**src/rtl/receptor_adc_if.sv**
```systemverilog
`default_nettype none
// ============================================================================
// Module      : receptor_adc_if
// Description : Signal bundle between the SPI ADC pins, the upstream enable
//               stage and the downstream consumer of the 12-bit result.
//               master = side that drives hab/sclk/sdata,
//               slave  = the deserializer.
// Revision    : 1.0 - initial release
// ============================================================================
interface receptor_adc_if #(
  parameter int DATA_W = 12
);
  logic              hab;
  logic              sclk;
  logic              sdata;
  logic [DATA_W-1:0] dato;
  logic              listo;
  logic              ocupado;
  logic              err;

  modport master (
    output hab,
    output sclk,
    output sdata,
    input  dato,
    input  listo,
    input  ocupado,
    input  err
  );

  modport slave (
    input  hab,
    input  sclk,
    input  sdata,
    output dato,
    output listo,
    output ocupado,
    output err
  );
endinterface
`default_nettype wire

```
**src/rtl/receptor_adc.sv**
```systemverilog
`default_nettype none
// ============================================================================
// Module      : receptor_adc
// Description : SPI ADC serial deserializer. Armed by a one-cycle hab pulse,
//               it samples sdata on each synchronized rising edge of sclk and,
//               after NBITS edges, presents the last DATA_W bits on dato with
//               a one-cycle listo strobe. A watchdog aborts stalled frames and
//               raises the sticky err flag.
//               Optional feature macro: ADC_ZERO_CHECK_EN - when defined the
//               leading NBITS-DATA_W bits must be zero, otherwise err is set
//               together with listo.
// Revision    : 1.0 - initial release
// ============================================================================
module receptor_adc #(
  parameter int NBITS   = 16,
  parameter int DATA_W  = 12,
  parameter int TIMEOUT = 255
) (
  input  logic           clk,
  input  logic           rst,
  receptor_adc_if.slave  bus
);

  localparam int CNT_W = $clog2(NBITS) + 1;
  localparam logic [CNT_W-1:0] CNT_END = CNT_W'(NBITS);
  // Abort fires on the edge where the watchdog would reach TIMEOUT, so the
  // frame ends exactly TIMEOUT cycles after the last sample.
  localparam logic [7:0] WD_LAST = 8'(TIMEOUT - 1);

`ifdef ADC_ZERO_CHECK_EN
  // Leading bits must be kept so they can be inspected at the end of frame.
  localparam int SHIFT_W = NBITS;
`else
  // Leading bits are never inspected, so they are simply shifted out.
  localparam int SHIFT_W = DATA_W;
`endif

  typedef enum logic [1:0] {
    IDLE     = 2'd0,
    ESPERA   = 2'd1,
    DESPLAZA = 2'd2,
    FIN      = 2'd3
  } state_t;

  logic               sclk_s1_q;
  logic               sclk_s2_q;
  logic               sclk_prev_q;
  logic               sdata_s1_q;
  logic               sdata_s2_q;
  logic               sclk_rise;

  state_t             state_q,   state_d;
  logic [SHIFT_W-1:0] shift_q,   shift_d;
  logic [CNT_W-1:0]   cnt_q,     cnt_d;
  logic [7:0]         wd_q,      wd_d;
  logic [DATA_W-1:0]  dato_q,    dato_d;
  logic               listo_q,   listo_d;
  logic               ocupado_q, ocupado_d;
  logic               err_q,     err_d;

  logic               lead_bad;
  logic [7:0]         wd_inc;
  logic               edge_window;

  // Two-stage synchronizers plus the edge-detect register; sdata has the same
  // depth so the sampled bit lines up with sclk_rise.
  always_ff @(posedge clk) begin
    if (rst) begin
      sclk_s1_q   <= 1'b0;
      sclk_s2_q   <= 1'b0;
      sclk_prev_q <= 1'b0;
      sdata_s1_q  <= 1'b0;
      sdata_s2_q  <= 1'b0;
    end else begin
      sclk_s1_q   <= bus.sclk;
      sclk_s2_q   <= sclk_s1_q;
      sclk_prev_q <= sclk_s2_q;
      sdata_s1_q  <= bus.sdata;
      sdata_s2_q  <= sdata_s1_q;
    end
  end

  assign sclk_rise = sclk_s2_q & ~sclk_prev_q;

`ifdef ADC_ZERO_CHECK_EN
  assign lead_bad = |shift_q[NBITS-1:DATA_W];
`else
  assign lead_bad = 1'b0;
`endif

  // Saturating increment keeps the watchdog from wrapping for large TIMEOUT.
  assign wd_inc = (wd_q == 8'hFF) ? wd_q : (wd_q + 8'd1);

  // A sample may be taken in ESPERA, or in DESPLAZA until the frame is full.
  assign edge_window = (state_q == ESPERA) ||
                       ((state_q == DESPLAZA) && (cnt_q != CNT_END));

  // Next-state and datapath logic for the frame FSM.
  always_comb begin
    state_d   = state_q;
    shift_d   = shift_q;
    cnt_d     = cnt_q;
    wd_d      = wd_q;
    dato_d    = dato_q;
    listo_d   = 1'b0;
    err_d     = err_q;

    case (state_q)
      IDLE: begin
        if (bus.hab) begin
          state_d = ESPERA;
          shift_d = '0;
          cnt_d   = '0;
          wd_d    = '0;
          err_d   = 1'b0;
        end
      end

      ESPERA, DESPLAZA: begin
        if (!edge_window) begin
          // All NBITS samples are in; hand over to the result stage.
          state_d = FIN;
        end else if (sclk_rise) begin
          // The edge wins over a coincident watchdog expiry.
          shift_d = {shift_q[SHIFT_W-2:0], sdata_s2_q};
          cnt_d   = cnt_q + CNT_W'(1);
          wd_d    = '0;
          state_d = DESPLAZA;
        end else if (wd_q >= WD_LAST) begin
          state_d = IDLE;
          err_d   = 1'b1;
        end else begin
          wd_d = wd_inc;
        end
      end

      FIN: begin
        dato_d  = shift_q[DATA_W-1:0];
        listo_d = 1'b1;
        state_d = IDLE;
        if (lead_bad) begin
          err_d = 1'b1;
        end
      end

      default: begin
        state_d = IDLE;
      end
    endcase

    ocupado_d = (state_d != IDLE);
  end

  // State and registered outputs.
  always_ff @(posedge clk) begin
    if (rst) begin
      state_q   <= IDLE;
      shift_q   <= '0;
      cnt_q     <= '0;
      wd_q      <= '0;
      dato_q    <= '0;
      listo_q   <= 1'b0;
      ocupado_q <= 1'b0;
      err_q     <= 1'b0;
    end else begin
      state_q   <= state_d;
      shift_q   <= shift_d;
      cnt_q     <= cnt_d;
      wd_q      <= wd_d;
      dato_q    <= dato_d;
      listo_q   <= listo_d;
      ocupado_q <= ocupado_d;
      err_q     <= err_d;
    end
  end

  assign bus.dato    = dato_q;
  assign bus.listo   = listo_q;
  assign bus.ocupado = ocupado_q;
  assign bus.err     = err_q;

endmodule
`default_nettype wire

```
**src/flat_wrapper.sv**
```systemverilog
// flat-port wrapper written by rule: the top's interface ports become plain ports
module receptor_adc_flat 
#(
  parameter int NBITS   = 16,
  parameter int DATA_W  = 12,
  parameter int TIMEOUT = 255
)
  (clk, rst, bus_hab, bus_sclk, bus_sdata, bus_dato, bus_listo, bus_ocupado, bus_err);
  receptor_adc_if #(.DATA_W(DATA_W)) bus_i ();
  input  logic clk;
  input  logic rst;
  input wire logic [$bits(bus_i.hab)-1:0] bus_hab;
  input wire logic [$bits(bus_i.sclk)-1:0] bus_sclk;
  input wire logic [$bits(bus_i.sdata)-1:0] bus_sdata;
  output wire logic [$bits(bus_i.dato)-1:0] bus_dato;
  output wire logic [$bits(bus_i.listo)-1:0] bus_listo;
  output wire logic [$bits(bus_i.ocupado)-1:0] bus_ocupado;
  output wire logic [$bits(bus_i.err)-1:0] bus_err;
  assign bus_i.hab = bus_hab;
  assign bus_i.sclk = bus_sclk;
  assign bus_i.sdata = bus_sdata;
  assign bus_dato = bus_i.dato;
  assign bus_listo = bus_i.listo;
  assign bus_ocupado = bus_i.ocupado;
  assign bus_err = bus_i.err;
  receptor_adc #(.NBITS(NBITS), .DATA_W(DATA_W), .TIMEOUT(TIMEOUT)) u_core (.clk(clk), .rst(rst), .bus(bus_i));
endmodule
```
**config.mk**
```make
export PLATFORM = sky130hd
export DESIGN_NAME = receptor_adc_flat
export DESIGN_NICKNAME = d
export VERILOG_FILES = /design/src/rtl/receptor_adc_if.sv /design/src/rtl/receptor_adc.sv /design/src/flat_wrapper.sv
export SDC_FILE = /design/constraint.sdc
export NUM_CORES = 1
export LEC_CHECK = 0
export ABC_AREA = 1
export CAP_MARGIN = 20
export CORE_MARGIN = 2
export CORE_UTILIZATION = 50
export CTS_CLUSTER_DIAMETER = 50
export DETAILED_ROUTE_END_ITERATION = 6
export GPL_ROUTABILITY_DRIVEN = 0
export GPL_TIMING_DRIVEN = 0
export PLACE_DENSITY = 0.82
export SETUP_SLACK_MARGIN = 0.3
export SYNTH_ARGS = -nofsm -noshare
export SYNTH_HDL_FRONTEND = slang
export SYNTH_SLANG_ARGS = --single-unit
```
**constraint.sdc**
```tcl
create_clock -name clk -period 1.58 [get_ports clk]
set_input_delay 0.474 -clock clk [delete_from_list [all_inputs] [get_ports clk]]
set_output_delay 0.474 -clock clk [all_outputs]
set_load 0.01 [all_outputs]
```
# Yosys cells after proc, flatten, opt, wreduce, memory -nomap -nowiden
# Cells that the tools add are included.
classes:
  order_cmp: 1
  bitwise_logic: 3
  add_sub_neg: 2
  n_eq_ne: 12
  n_reduce_logical: 9
  muxes: 25
ops:
  columns: ["cell", "count"]
  rows:
  - ["$mux W8", 5]
  - ["$mux W12", 3]
  - ["$pmux W12 S2", 1]
  - ["$pmux W8 S2", 1]
  - ["$mux W5", 3]
  - ["$pmux W5 S2", 1]
  - ["$reduce_and A5 Y1", 2]
  - ["$add A8 B1 Y8 const B", 1]
  - ["$eq A8 B8 Y1 const B", 1]
  - ["$ge A8 B8 Y1 const B", 1]
  - ["$mux W2", 4]
  - ["$ne A2 B1 Y1 const B", 3]
  - ["$ne A3 B2 Y1 const B", 2]
  - ["$pmux W2 S3", 1]
  - ["$add A5 B1 Y5 const B", 1]
  - ["$mux W1", 5]
  - ["$ne A5 B5 Y1 const B", 1]
  - ["$eq A2 B2 Y1 const B", 2]
  - ["$ne A2 B2 Y1 const B", 2]
  - ["$reduce_and A4 Y1", 1]
  - ["$reduce_bool A2 Y1", 2]
  - ["$eq A2 B1 Y1 const B", 1]
  - ["$logic_not A2 Y1", 1]
  - ["$not A1 Y1", 2]
  - ["other kinds (5)", 5]
word_totals:
  elab_cells: 65
  output_inout_bits: 15
  regBits: 47

# Longest topological paths before layout
# Gate-level depths: netlist (run 1).
depth:
  depth_word: 6
  ltp_mapped: 13
  ltp_nobuf: 12

# Worst setup path before layout (run 1)
# OpenSTA, ideal clock, no wires.
synth_timing:
  kind: "reg2reg"
  from: "register u_core.state_q[0]"
  to: "register u_core.shift_q[1]"
  required_time_ns: 1.465
  synth_period_minus_slack_ns: 1.669
  stages_incl_launch_ff: 11
  slack_ns: -0.089
  n_path_buf: 2
  arrival_time_ns: 1.554
  cell_sequence: "dfxtp_1 -> inv_1 -> ha_1 -> buf_4 -> o21ai_2 -> nor2_4 -> nand2_4 -> inv_2 -> buf_6 -> o21ai_1 -> nor2_1"
synth_via:
  elab_chain_len: 5
  word_cells_on_any_way: 12
  cone_classes: "eq/ne: 5; mux: 1; reduce/logical: 6"
synth_rtl:
  columns: ["element", "line", "text"]
  rows:
  - ["start: declaration", "receptor_adc.sv:52", "state_t state_q, state_d;"]
  - ["start signal: assignment", "receptor_adc.sv:166", "state_q <= state_d;"]
  - ["$eq A2 B2 Y1", "receptor_adc.sv:96, receptor_adc.sv:108", null]
  - ["$logic_and A1 B1 Y1", "receptor_adc.sv:96", "((state_q == DESPLAZA) && (cnt_q != CNT_END));"]
  - ["$logic_or A1 B1 Y1", "receptor_adc.sv:95", "assign edge_window = (state_q == ESPERA) ||"]
  - ["$ne A2 B1 Y1 (no source line)", null, null]
  - ["$reduce_and A4 Y1 (no source line)", null, null]
  - ["end signal: assignment", "receptor_adc.sv:167", "shift_q <= shift_d;"]
  - ["end: declaration", "receptor_adc.sv:53", "logic [SHIFT_W-1:0] shift_q, shift_d;"]
# Parallel ways exist; a longest one is shown, timed or not.
# A chain may end at the register's enable or synchronous reset.

# Worst setup path in the final report (run 1)
layout_timing:
  from: "register u_core.state_q[0]"
  to: "register u_core.shift_q[10]"
# The elaborated chain is that of the path after synthesis.

==> results of run 1 <==
## cell usage in the layout, fill, tap and decap left out, drive strengths merged, types with 2 or more instances in the layout
master and instances:
a21oi 14, buf 37, clkbuf 14, clkdlybuf4s50 4, dfxtp 47, ha 8
inv 41, nand2 70, nand3 15, nand4 2, nor2 81, o21ai 29
o21bai 2, xor2 2
## worst paths after layout
check	slack [ps]	cells past startpoint	to	start
max	-30	11	u_core.shift_q[10]$_SDFFE_PP0P_	u_core.state_q[0]$_SDFF_PP0_
min	390	2	u_core.sdata_s2_q$_SDFF_PP0_	u_core.sdata_s1_q$_SDFF_PP0_
max reg2reg	-30	11	u_core.shift_q[10]$_SDFFE_PP0P_	u_core.state_q[0]$_SDFF_PP0_
min reg2reg	390	2	u_core.sdata_s2_q$_SDFF_PP0_	u_core.sdata_s1_q$_SDFF_PP0_
## per-stage QoR
step / area (sq um) / setup TNS [ps] / total power, W
4_1_cts: 2783 / 0 / 0.004965
2_1_floorplan: 2257 / 0 / 0.003207
6_report: 2947 / -110.9 / 0.005511
3_5_place_dp: 2512 / -9249 / 0.003653
5_1_grt: 2947 / -1752 / 0.005855
3_3_place_gp: 2512 / -8869 / 0.003584
## cells by family after synthesis
logic type	count (synthesis)	synth area share [%]
AND/OR/NAND/NOR	170	32.06
buffers and inverters	52	9.842
flip-flops	47	42.29
AO/OA/AOI/OAI	45	10.52
adder cells (fa/ha/maj)	8	4.500
XOR/XNOR	2	0.7875
## report_power, final
part | switching [W] | total (W) | leakage, nW | internal, W
combinational | 0.00155 | 0.00277 | 0.931 | 0.00122
sequential | 0.000287 | 0.00179 | 0.393 | 0.00150
clock | 0.000426 | 0.000947 | 0.0618 | 0.000521
## layer usage
metal  vias to the layer above  GRT usage (%)  part of all wire (%)
li1                       1089              -                     -
met1                       996          26.01                    40
met2                        85          41.12                    51
met3                        25          4.986                   4.8
met4                         0          11.74                   4.5
met5                         -              0                     0
## cells in the mapped netlist
cell type / instances
nand2_2: 4
buf_2: 1
xor2_1: 2
inv_1: 39
ha_1: 8
buf_6: 2
nor3_1: 1
nand2_1: 65
nand3_4: 1
dfxtp_1: 47
o21bai_1: 2
nor2_1: 78
nor2_4: 2
o21ai_2: 1
nor2_2: 1
clkbuf_1: 6
buf_4: 2
a21oi_1: 14
o21ai_0: 24
or2_2: 1
nand4_1: 2
inv_2: 2
nand2_4: 1
o21ai_1: 4
nand3_1: 14
## flip-flops by register name, indices dropped and copies added, names as in the netlist
register and flops:
u_core.bus.dato 12, u_core.shift_q 12, u_core.wd_q 8, u_core.cnt_q 5, u_core.state_q 2, u_core.bus.err 1, u_core.bus.listo 1, u_core.bus.ocupado 1
u_core.sclk_prev_q 1, u_core.sclk_s1_q 1, u_core.sclk_s2_q 1, u_core.sdata_s1_q 1, u_core.sdata_s2_q 1
## final cells by class
class | count | area, sq um
Inverter | 41 | 165.2
Clock buffer | 6 | 82.58
Multi-Input combinational cell | 225 | 1217
Fill cell | 343 | 1378
Clock inverter | 2 | 38.79
Tap cell | 52 | 65.06
Sequential cell | 47 | 969.7
Buffer | 11 | 102.6
Timing Repair Buffer | 38 | 305.3
## worst reg2reg max path, cell delays in order, from the launching register on
cell and delay (ps):
dfxtp_4 380, inv_4 40, ha_4 170, inv_2 100
nor2_2 60, inv_2 90, o21ai_4 80, nor2_4 100
nand2_4 80, buf_4 190, a21oi_1 140, nor2_1 70
## repair_timing
item | in CTS | in global routing
setup endpoints to repair | 57 | 47
pin swaps | 11 | 6
cloned | 1 | 1
resized for setup | 105 | 42
buffers inserted | 14 | 3
==> flow_metrics.py, run 1 <==
metrics = {
    "timing": {
        "fin_crit_ps": 1607,
        "worst_pin_slew_ps": 291.6,
        "setup_viol_count_final": 8,
        "period_share_pct": 101.7,
        "fmax_mhz": 622.1,
        "rsz0062_at_grt": "true",
        "finalHoldViolCount": 0,
        "setup_slack_ps": -27.47,
        "slew_violations": 0,
        "hold-worst-slack_ps": 392.9,
        "clock-skew-final_ps": 10.41,
        "relSlewSlack_pct": 80.41,
    },
    "outcome": {
        "violations": "setup timing",
        "status": "complete, but fails checks",
    },
    "drt": {
        "dr.first_iter.drc_count": 150,
        "vias": 2195,
        "totalWireLength_mm": 5.691,
        "firstDrtPassIters": 6,
        "drcViolationCount": 0,
        "ant_nets": 0,
        "avgRoutedWirePerCell_microns": 13.49,
        "viasPerCell": 5.201,
    },
    "yosys": {
        "postSynthAreaPerCell_sq_um": 6.866,
        "yosys.area.top_type": "dfxtp_1",
        "syn-num-nets": 337,
        "ys_top_cells_by_area": "dfxtp_1 (42%), nor2_1 (13%), nand2_1 (11%)",
        "synth_area_sq_mm": 0.002225,
        "ys_types": 25,
        "syn_inst": 324,
        "synth-warning-count": 0,
        "synth_sequential_area_ratio_pct": 42.29,
        "netlist.area_leader.share_pct": 42.29,
        "synth_seq_cells": 47,
    },
    "clock_network": {
        "h-tree-depth": 2,
        "cts_tree": "done",
        "cts_sinks": 47,
        "cts_buffer_depth": 2,
        "clk_latency_ps": 310,
        "clockRootBuffer": "clkbuf_8",
        "clkTransAtPathRegs_ps": 90,
        "postCtsHoldBufs": 0,
        "numCtsBuffers": 5,
    },
    "setup_path": {
        "cpLargestDelayFamily": "buffers and inverters",
        "slowest_delay_ps": 380,
        "crit_required_ps": 1780,
        "path_common_cell": "inv_2",
        "cp-end-kind": "flip-flop",
        "crit_arrival_ps": 1810,
        "cp-start-kind": "flip-flop",
        "critPathBufInv": 4,
        "crit_chain": "inv_4, ha_4, inv_2, nor2_2, inv_2, o21ai_4, nor2_4, nand2_4, buf_4, a21oi_1, nor2_1",
        "criticalPathCategory": "flip-flop to flip-flop",
        "cp_max_fo": 10,
        "cp_slowest_cell": "dfxtp_4",
    },
    "layout": {
        "syn_to_final_growth_pct": 32.45,
        "final_net_count": 382,
        "diodes": 0,
        "final_util_pct": 68.14,
        "stdcell_count": 422,
        "layout-drive-gt1-share_pct": 32.97,
    },
    "floorplan": {
        "die_y_microns": 70.70,
        "initial_core_util_pct": 51.45,
        "die_area_sq_mm": 0.004998,
        "die_w_microns": 70.70,
        "coreArea_sq_mm": 0.004324,
        "pin_count": 20,
        "rows": 24,
    },
    "global_routing": {
        "grt_pass1_vias": 2103,
        "grt_max_degree": 16,
        "gr-usage-all-layers_pct": 23.15,
        "grt_pass1_wl_mm": 9.232,
        "antenna_found_initial": 0,
        "grt.overflow.total": 0,
    },
    "power_and_ir_drop": {
        "p_leak_nw": 1.386,
        "powerDensity_mw_per_mm2": 1870,
        "power.ir.vdd_worst_mv": 0.9108,
    },
    "placed_design": {
        "io_buffer_count": 19,
        "dp_cells": 395,
        "place_ws_ps": -335.1,
        "dp_hpwl_mm": 3.228,
    },
    "job": {
        "cap_violations": 0,
    },
    "worst_hold_path": {
        "min_path_type": "flip-flop to flip-flop",
    },
}
No activity file was read; power rests on OpenSTA's default activity.
==> inputs of run 2 (changes only) <==
CTS_CLUSTER_DIAMETER = 30   (was 50)
==> results of run 2 <==
The final DEF is identical to that of run 1; final timing and power are the same.
==> inputs of run 3 (changes only) <==
SKIP_LAST_GASP = 1   (was default)
==> flow_metrics.py, run 3 (synthesized netlist as in run 1, its figures left out) <==
metrics = {
    "layout": {
        "fillCellCount": 355,
        "layout-drive-gt1-share_pct": 32.16,
        "final_cell_mix": "nor2_1 (71), nand2_1 (59), inv_1 (31)",
        "final_net_count": 382,
        "layout_commonest_cell": "nor2_1",
        "syn_to_final_growth_pct": 31.44,
        "final_util_pct": 67.62,
        "diodes": 0,
    },
    "drt": {
        "drcViolationCount": 0,
        "routed.top_layer": "met4",
        "ant_nets": 0,
        "viasPerCell": 5.230,
        "met2_length_mm": 2.854,
        "firstDrtPassIters": 5,
        "avgRoutedWirePerCell_microns": 13.50,
        "wl_met1_mm": 2.269,
        "dr_wl_met3_microns": 319,
        "totalWireLength_mm": 5.695,
        "dr.first_iter.drc_count": 181,
        "vias": 2207,
    },
    "placed_design": {
        "dp_hpwl_mm": 3.228,
        "place_ws_ps": -335.1,
        "io_buffer_count": 19,
    },
    "timing": {
        "fin_crit_ps": 1638,
        "period_share_pct": 103.7,
        "clock-skew-final_ps": 10.01,
        "worst_pin_slew_ps": 241.7,
        "setup_viol_count_final": 9,
        "slew_violations": 0,
        "fmax_mhz": 610.6,
        "finalHoldViolCount": 0,
        "rsz0062_at_grt": "true",
        "tns_ps": -216.9,
        "relSlewSlack_pct": 83.76,
        "setup_slack_ps": -57.72,
    },
    "power_and_ir_drop": {
        "power.ir.vdd_worst_mv": 0.8936,
        "p_sw_share_pct": 41.10,
        "power.internal_w": 0.003233,
        "p_sw_w": 0.002255,
        "comb_power_share_pct": 50.0,
        "powerDensity_mw_per_mm2": 1877,
        "seqPwrFrac_pct": 32.6,
        "p_leak_nw": 1.385,
        "p_clk_share_pct": 17.3,
    },
    "clock_network": {
        "clkTransAtPathRegs_ps": 90,
        "postCtsHoldBufs": 0,
        "numCtsBuffers": 5,
        "clockRootBuffer": "clkbuf_8",
        "cts_sinks": 47,
        "clk_latency_ps": 310,
        "cts_tree": "done",
        "cts_buffer_depth": 2,
        "h-tree-depth": 2,
    },
    "floorplan": {
        "die_y_microns": 70.70,
        "die_area_sq_mm": 0.004998,
        "coreArea_sq_mm": 0.004324,
        "pin_count": 20,
        "initial_core_util_pct": 51.45,
        "die_w_microns": 70.70,
        "rows": 24,
    },
    "setup_path": {
        "criticalPathCategory": "flip-flop to flip-flop",
        "cp-start-kind": "flip-flop",
        "crit_arrival_ps": 1840,
        "cp-end-kind": "flip-flop",
        "cp_max_fo": 10,
        "crit_required_ps": 1780,
    },
    "global_routing": {
        "gr-usage-all-layers_pct": 23.15,
        "grt_pass1_wl_mm": 9.232,
        "antenna_found_initial": 0,
        "grt_max_degree": 16,
        "grt_pass1_vias": 2103,
        "grt.overflow.total": 0,
    },
    "worst_hold_path": {
        "min_path_type": "flip-flop to flip-flop",
    },
    "outcome": {
        "status": "complete, but fails checks",
        "violations": "setup timing",
    },
    "job": {
        "cap_violations": 0,
    },
}
==> run 3: metrics by stage <==
stage | hold WS, ps | power, W | cell area (sq um) | instances
after floorplan | 388.3 | 0.003207 | 2257 | 324
after global placement | 389.5 | 0.003584 | 2512 | 395
after detailed placement | 394.2 | 0.003653 | 2512 | 395
after CTS | 407.4 | 0.004965 | 2783 | 418
after global routing | 426.1 | 0.005812 | 2924 | 422
final | 394.0 | 0.005488 | 2924 | 422
==> run 3: critical path, stage by stage, from the launching register on <==
cell and delay [ps]:
dfxtp_4 380, inv_4 40, ha_4 170, inv_2 100, nor2_2 60, inv_2 100, o21ai_4 80, nor2_4 100
nand2_4 80, buf_4 190, a21oi_1 150, nor2_1 80
==> run 3: worst paths after layout <==
| kind | start | to | slack [ps] | cells past startpoint |
|---|---|---|---|---|
| worst min-delay path | u_core.sdata_s1_q$_SDFF_PP0_ | u_core.sdata_s2_q$_SDFF_PP0_ | 390 | 2 |
| worst max-delay path | u_core.state_q[0]$_SDFF_PP0_ | u_core.cnt_q[0]$_SDFFE_PP0P_ | -60 | 11 |
| worst min register to register | u_core.sdata_s1_q$_SDFF_PP0_ | u_core.sdata_s2_q$_SDFF_PP0_ | 390 | 2 |
| worst max register to register | u_core.state_q[0]$_SDFF_PP0_ | u_core.cnt_q[0]$_SDFFE_PP0P_ | -60 | 11 |
==> run 3: cell type report <==
type	count	area (sq um)	area share, %
plain buffers	11	102.6	3.509
flip-flops and latches	47	969.7	33.16
inverters	41	165.2	5.648
repair buffers	38	299.0	10.23
multi-input cells	225	1201	41.08
well taps	52	65.06	2.225
clock inverters	2	38.79	1.326
clock buffers	6	82.58	2.824
==> run 3: power groups by stage <==
stage | clock network [W] | logic (W) | registers (W)
2_1_floorplan | 0 | 0.00149 | 0.00171
6_report | 0.000951 | 0.00275 | 0.00179
5_1_grt | 0.00100 | 0.00298 | 0.00182
3_3_place_gp | 0 | 0.00184 | 0.00174
4_1_cts | 0.000956 | 0.00227 | 0.00174
3_5_place_dp | 0 | 0.00190 | 0.00176
==> run 3: what timing repair did <==
item	4_1_cts	5_1_grt
gates cloned	1	1
resized for setup	105	37
setup endpoints to repair	57	47
pin swaps	11	6
buffers inserted	14	3
==> run 3: routing by layer <==
metal  track usage, %  vias to the layer above
met4            11.74                        0
met5                0                        -
li1                 -                     1088
met1            26.01                      990
met2            41.12                       95
met3            4.986                       34
